==> config.mk <==
export PLATFORM = sky130hd
export DESIGN_NAME = opnd_fetch
export DESIGN_NICKNAME = d
export VERILOG_FILES = /design/src/rtl/opnd_fetch_pkg.sv /design/src/rtl/opnd_bypass_cmp.sv /design/src/rtl/opnd_fetch.sv
export SDC_FILE = /design/constraint.sdc
export NUM_CORES = 1
export LEC_CHECK = 0
export ABC_AREA = 1
export ABC_CLOCK_PERIOD_IN_PS = 2100
export CAP_MARGIN = 20
export CORE_MARGIN = 1
export CORE_UTILIZATION = 45
export CTS_CLUSTER_DIAMETER = 200
export DETAILED_ROUTE_END_ITERATION = 6
export PLACE_DENSITY = 0.87
export SLEW_MARGIN = 20
export SYNTH_ARGS = -nofsm -noshare
export SYNTH_HDL_FRONTEND = slang
export SYNTH_SLANG_ARGS = --single-unit
export TNS_END_PERCENT = 50
==> constraint.sdc <==
create_clock -name clk -period 2.1 [get_ports clk]
set_input_delay 0.525 -clock clk [delete_from_list [all_inputs] [get_ports clk]]
set_output_delay 0.525 -clock clk [all_outputs]
set_load 0.1 [all_outputs]
==> src/rtl/opnd_fetch_pkg.sv <==
// Shared types and constants for the operand-fetch stage.
// Holds the default widths, the output-stage state enum and the zero-register address.
// Optional feature macro used by importers: OPND_ZERO_REG_EN (register 0 hard-wired to zero).
package opnd_fetch_pkg;

  localparam int AW_DEF    = 7;
  localparam int DW_DEF    = 16;
  localparam int TAG_W_DEF = 4;

  // Address of the register that reads as zero when OPND_ZERO_REG_EN is defined.
  localparam int ADDR_ZERO = 0;

  typedef enum logic [1:0] {
    ST_EMPTY = 2'd0,  // nothing to present
    ST_LIVE  = 2'd1,  // operands come straight from rf_rdata (plus bypass) this cycle
    ST_HELD  = 2'd2   // operands come from the hold registers
  } state_t;

endpackage

==> src/rtl/opnd_bypass_cmp.sv <==
// Write-back bypass compare for one read port: flags a same-cycle write to the read address.
// Latency: purely combinational. Backpressure: none, evaluated every cycle.
// Ports: rd_addr (read address), wb_valid/wb_addr (write-back port), hit (bypass wb_data),
//        rd_zero (read must return zero; always 0 unless OPND_ZERO_REG_EN is defined).
module opnd_bypass_cmp
  import opnd_fetch_pkg::*;
#(
  parameter int AW = AW_DEF
) (
  input  logic [AW-1:0] rd_addr,
  input  logic          wb_valid,
  input  logic [AW-1:0] wb_addr,
  output logic          hit,
  output logic          rd_zero
);

  logic addr_eq;

  assign addr_eq = (wb_addr == rd_addr);

`ifdef OPND_ZERO_REG_EN
  // Register 0 never takes writes, so it can never be a bypass source.
  assign rd_zero = (rd_addr == AW'(ADDR_ZERO));
  assign hit     = wb_valid && addr_eq && !rd_zero;
`else
  assign rd_zero = 1'b0;
  assign hit     = wb_valid && addr_eq;
`endif

endmodule

==> src/rtl/opnd_fetch.sv <==
// Operand fetch in front of a 2R1W register file built from registered-output SRAM macros.
// Latency: request accepted in cycle N presents operands in N+1; one request per cycle.
// Backpressure: req_ready = output empty || opnd_ready; a stalled result parks in a 1-entry hold buffer.
// Ports: req_* operand request (valid/ready), wb_* write-back (always accepted),
//        rf_* register-file macro ports, opnd_* result (valid/ready) with the request tag.
// Optional macro: OPND_ZERO_REG_EN makes register 0 read as zero and drops writes to it.
module opnd_fetch
  import opnd_fetch_pkg::*;
#(
  parameter int AW    = AW_DEF,
  parameter int DW    = DW_DEF,
  parameter int TAG_W = TAG_W_DEF
) (
  input  logic             clk,
  input  logic             rst_n,
  input  logic             req_valid,
  output logic             req_ready,
  input  logic [AW-1:0]    req_addr_a,
  input  logic [AW-1:0]    req_addr_b,
  input  logic [TAG_W-1:0] req_tag,
  input  logic             wb_valid,
  input  logic [AW-1:0]    wb_addr,
  input  logic [DW-1:0]    wb_data,
  output logic [AW-1:0]    rf_addr_a,
  output logic [AW-1:0]    rf_addr_b,
  output logic [AW-1:0]    rf_addr_c,
  output logic [DW-1:0]    rf_wdata,
  output logic             rf_we,
  input  logic [DW-1:0]    rf_rdata_a,
  input  logic [DW-1:0]    rf_rdata_b,
  output logic             opnd_valid,
  input  logic             opnd_ready,
  output logic [DW-1:0]    opnd_a,
  output logic [DW-1:0]    opnd_b,
  output logic [TAG_W-1:0] opnd_tag
);

  state_t           state, state_nxt;
  logic             accept;
  logic             hit_a_d, hit_b_d, zero_a_d, zero_b_d;
  logic             byp_hit_a, byp_hit_b, zero_a, zero_b;
  logic [DW-1:0]    byp_data;
  logic [DW-1:0]    live_a, live_b;
  logic [DW-1:0]    hold_a, hold_b;
  logic [TAG_W-1:0] tag_q;

  // The macros register the address themselves; we only steer their ports.
  assign rf_addr_a = req_addr_a;
  assign rf_addr_b = req_addr_b;
  assign rf_addr_c = wb_addr;
  assign rf_wdata  = wb_data;

`ifdef OPND_ZERO_REG_EN
  assign rf_we = wb_valid && (wb_addr != AW'(ADDR_ZERO));
`else
  assign rf_we = wb_valid;
`endif

  opnd_bypass_cmp #(.AW(AW)) u_cmp_a (
    .rd_addr  (req_addr_a),
    .wb_valid (wb_valid),
    .wb_addr  (wb_addr),
    .hit      (hit_a_d),
    .rd_zero  (zero_a_d)
  );

  opnd_bypass_cmp #(.AW(AW)) u_cmp_b (
    .rd_addr  (req_addr_b),
    .wb_valid (wb_valid),
    .wb_addr  (wb_addr),
    .hit      (hit_b_d),
    .rd_zero  (zero_b_d)
  );

  // A write landing on the same edge as the read address makes the SRAM output
  // undefined, so the write data captured at accept replaces rf_rdata in that case.
  assign live_a = zero_a ? '0 : (byp_hit_a ? byp_data : rf_rdata_a);
  assign live_b = zero_b ? '0 : (byp_hit_b ? byp_data : rf_rdata_b);

  assign opnd_tag = tag_q;

  always_ff @(posedge clk) begin
    if (!rst_n) begin
      state <= ST_EMPTY;
    end else begin
      state <= state_nxt;
    end
  end

  always_comb begin
    state_nxt  = state;
    req_ready  = (state == ST_EMPTY) || opnd_ready;
    accept     = req_valid && req_ready;
    opnd_valid = (state != ST_EMPTY);
    opnd_a     = hold_a;
    opnd_b     = hold_b;
    case (state)
      ST_EMPTY: begin
        if (accept) state_nxt = ST_LIVE;
      end
      ST_LIVE: begin
        opnd_a = live_a;
        opnd_b = live_b;
        if (accept)           state_nxt = ST_LIVE;
        else if (!opnd_ready) state_nxt = ST_HELD;
        else                  state_nxt = ST_EMPTY;
      end
      ST_HELD: begin
        // Accepting here implies opnd_ready, so the held entry leaves this cycle.
        if (accept)          state_nxt = ST_LIVE;
        else if (opnd_ready) state_nxt = ST_EMPTY;
      end
      default: state_nxt = ST_EMPTY;
    endcase
  end

  always_ff @(posedge clk) begin
    if (!rst_n) begin
      byp_hit_a <= 1'b0;
      byp_hit_b <= 1'b0;
      zero_a    <= 1'b0;
      zero_b    <= 1'b0;
      byp_data  <= '0;
      tag_q     <= '0;
      hold_a    <= '0;
      hold_b    <= '0;
    end else begin
      if (accept) begin
        byp_hit_a <= hit_a_d;
        byp_hit_b <= hit_b_d;
        zero_a    <= zero_a_d;
        zero_b    <= zero_b_d;
        byp_data  <= wb_data;
        tag_q     <= req_tag;
      end
      // rf_rdata moves on next cycle, so a stalled live result must be parked now.
      if (state == ST_LIVE && !opnd_ready) begin
        hold_a <= live_a;
        hold_b <= live_b;
      end
    end
  end

endmodule
==> results.toml <==
[setup_path]
critPathMaxFanout = 2
r2r_start = "state[1]$_SDFFE_PN0P_"
ff2ff_path_depth = 7
rrSetupSlack_ns = 0.24
cp-start-kind = "input pin"
crit_type = "in2out"
required_ns = 1.57
critPathLaunch = "rf_rdata_a[9]"
reg2reg_to = "hold_a[0]$_SDFFE_PN0P_"
arrival_ns = 1.64
endpoint_kind = "output port"
crit_path_end = "opnd_a[9]"

[pwr]
p_sw_share_pct = 43.6
peakVddDrop_mv = 0.362
leakagePower_nw = 2.45
power.density_mw_per_mm2 = 622
power.switching_mw = 1.54
fin_total_pwr_mw = 3.54
power.share.clock_pct = 17.5
internal_power_mw = 1.99
combinationalPowerShare_pct = 50.1
p_seq_share_pct = 32.4

[timing]
fmax_ghz = 0.462
min_period_over_period_pct = 103
hold_violations = 0
hold_slack_ns = 0.485
setup-tns-final_ns = -0.109
rsz0062_at_grt = "true"
maxSlewViolCount = 0
finalClockSkew_ns = 0.0186
setup_viol = 2
tightestPinTransition_ns = 0.304
maxSlewHeadroom_pct = 79.5
min_period_ns = 2.16
timing.final.ws_setup_ns = -0.0631

[global_route]
grt_remaining_overflow = 0
grt_max_degree = 55
grt_first_pass_wirelength_um = 17800
antenna_found_initial = 0
grt_use_total_pct = 30.8
grt_pass1_vias = 3810

[synth]
yosysSeqAreaShare_pct = 34.8
avgSynthCellArea_um2 = 6.55
syn_inst = 492
yosys.area.top_type_share_pct = 34.8
synth_warnings = 0
synth.top_cells.by_area = "dfxtp_1, o21ai_0, nand2_1, buf_4, inv_1"
synth_area_mm2 = 0.00322
synth_nets = 570
yosysTopAreaCell = "dfxtp_1"
ys_types = 21
synth_seq_cells = 56

[clock_network]
clockBufferDepth = 2
clk_pin_slew_worst_paths_ns = 0.11
clk_latency_ns = 0.32
cts-root-buf = "clkbuf_8"
cts_buffers = 5
numClockSinks = 56
cts_tree = "built"
cts_hold_buf = 0
ctsHtreeMaxLevel = 2

[route]
dr.pass1.iters = 6
drt_iter0_drc = 270
wl_per_cell_um = 16.9
highest_layer = "met4"
vias_per_cell = 5.40
wl_met3_um = 802
drt-met1-wl_um = 4180
route.detailed.drc = 0
wl_um = 11900
drt.antenna.violating_nets = 0
wl_met2_um = 6320
via_count = 3778

[layout]
antenna_cells = 0
drive_gt1_share_pct = 26.8
syn2layout_area_growth_pct = 76.4
post-route-cell-area_mm2 = 0.00569
fin_cells = 700
fin_util_pct = 82.8
fin_nets = 681

[placed_design]
gp_congestion = 0.850
placed_area_mm2 = 0.00525
portBuffers = 153
dpl.cell_count = 683
detailed_place_hpwl_um = 7850
place_ws_ns = -0.0853

[floorplan]
core_area_mm2 = 0.00687
boundaryPins = 154
die_h_um = 86.6
start_util_pct = 46.9
dieArea_mm2 = 0.00751
rows = 30
die_w_um = 86.6

[min_path]
hold_class = "reg2reg"

[flow_run]
cap_violations = 0

[run_status]
outcome = "finished with violations"
violations = "negative setup slack"
[cells in the mapped netlist (all sizes together)]
| cell type | instances |
|---|---|
| mux2 | 1 |
| nor2 | 33 |
| inv | 71 |
| nand2 | 96 |
| dfxtp | 56 |
| nand3 | 4 |
| a21oi | 48 |
| buf | 55 |
| o21ai | 116 |
| xnor2 | 2 |
| clkbuf | 10 |
[flip-flops by register name, summed over array words and instances, names as in the netlist]
name	cells
byp_hit_b	1
byp_data	16
hold_a	16
opnd_tag	4
state	2
hold_b	16
byp_hit_a	1
[what timing repair did]
action | CTS | global route
pin swaps | 1 | 15
cloned | 2 | 0
resized for setup | 36 | 53
endpoints found under the hold margin | 0 | 0
setup endpoints to repair | 31 | 32
setup buffers | 2 | 5
[worst min path at each step]
stage,from,end,slack (ns),cells after the start
CTS,hold_b[2]$_SDFFE_PN0P_,hold_b[2]$_SDFFE_PN0P_,0.46,2
finish,hold_b[2]$_SDFFE_PN0P_,hold_b[2]$_SDFFE_PN0P_,0.49,2
floorplan,hold_a[10]$_SDFFE_PN0P_,hold_a[10]$_SDFFE_PN0P_,0.43,2
global route,hold_b[2]$_SDFFE_PN0P_,hold_b[2]$_SDFFE_PN0P_,0.50,2
global placement,hold_a[2]$_SDFFE_PN0P_,hold_a[2]$_SDFFE_PN0P_,0.44,2
detailed placement,hold_b[2]$_SDFFE_PN0P_,hold_b[2]$_SDFFE_PN0P_,0.45,2
[worst max-delay path, cell delays in order]
cell and delay [ns]:
clkdlybuf4s50_1 0.49, nand2_1 0.08, o21ai_1 0.14, nand2_1 0.10, o21ai_2 0.10, buf_12 0.20
[cell families after synthesis]
logic type / share of synthesized area, %
AO/OA/AOI/OAI: 25.6
buffers and inverters: 22.2
AND/OR/NAND/NOR: 16.6
flip-flops: 34.8
XOR/XNOR: 0.543
multiplexers: 0.349
[per-layer routing]
metal / GRT usage (%) / vias up
met1: 31.6 / 1751
met2: 57.2 / 232
met5: 0 / -
met3: 6.76 / 41
met4: 17.9 / 0
li1: - / 1754
[power groups by stage]
stage / sequential, mW / combinational [mW] / clock [mW]
finish: 1.15 / 1.77 / 0.619
detailed placement: 1.17 / 1.66 / 0
floorplan: 1.21 / 1.00 / 0
global route: 1.15 / 1.83 / 0.653
CTS: 1.15 / 1.72 / 0.605
global placement: 1.17 / 1.63 / 0
[placed cells by master, fill, tap and decap left out, types with 5 or more instances in the layout]
cell	Yosys	routed
a21oi_1	48	48
buf_12	1	77
buf_4	41	12
clkbuf_8	0	5
clkdlybuf4s50_1	0	74
dfxtp_1	56	54
inv_1	70	69
nand2_1	95	91
nand2_2	1	5
nor2_1	29	29
o21ai_0	104	49
o21ai_1	11	19
o21ai_2	1	47
[cell type report]
type / instances / area [um^2]
Timing Repair Buffer: 169 / 2490
Multi-Input combinational cell: 300 / 1590
Fill cell: 382 / 1180
Sequential cell: 56 / 1120
Inverter: 71 / 272
Tap cell: 96 / 120
Clock buffer: 5 / 68.8
Clock inverter: 3 / 21.3
Power figures use the tool's default switching activity.
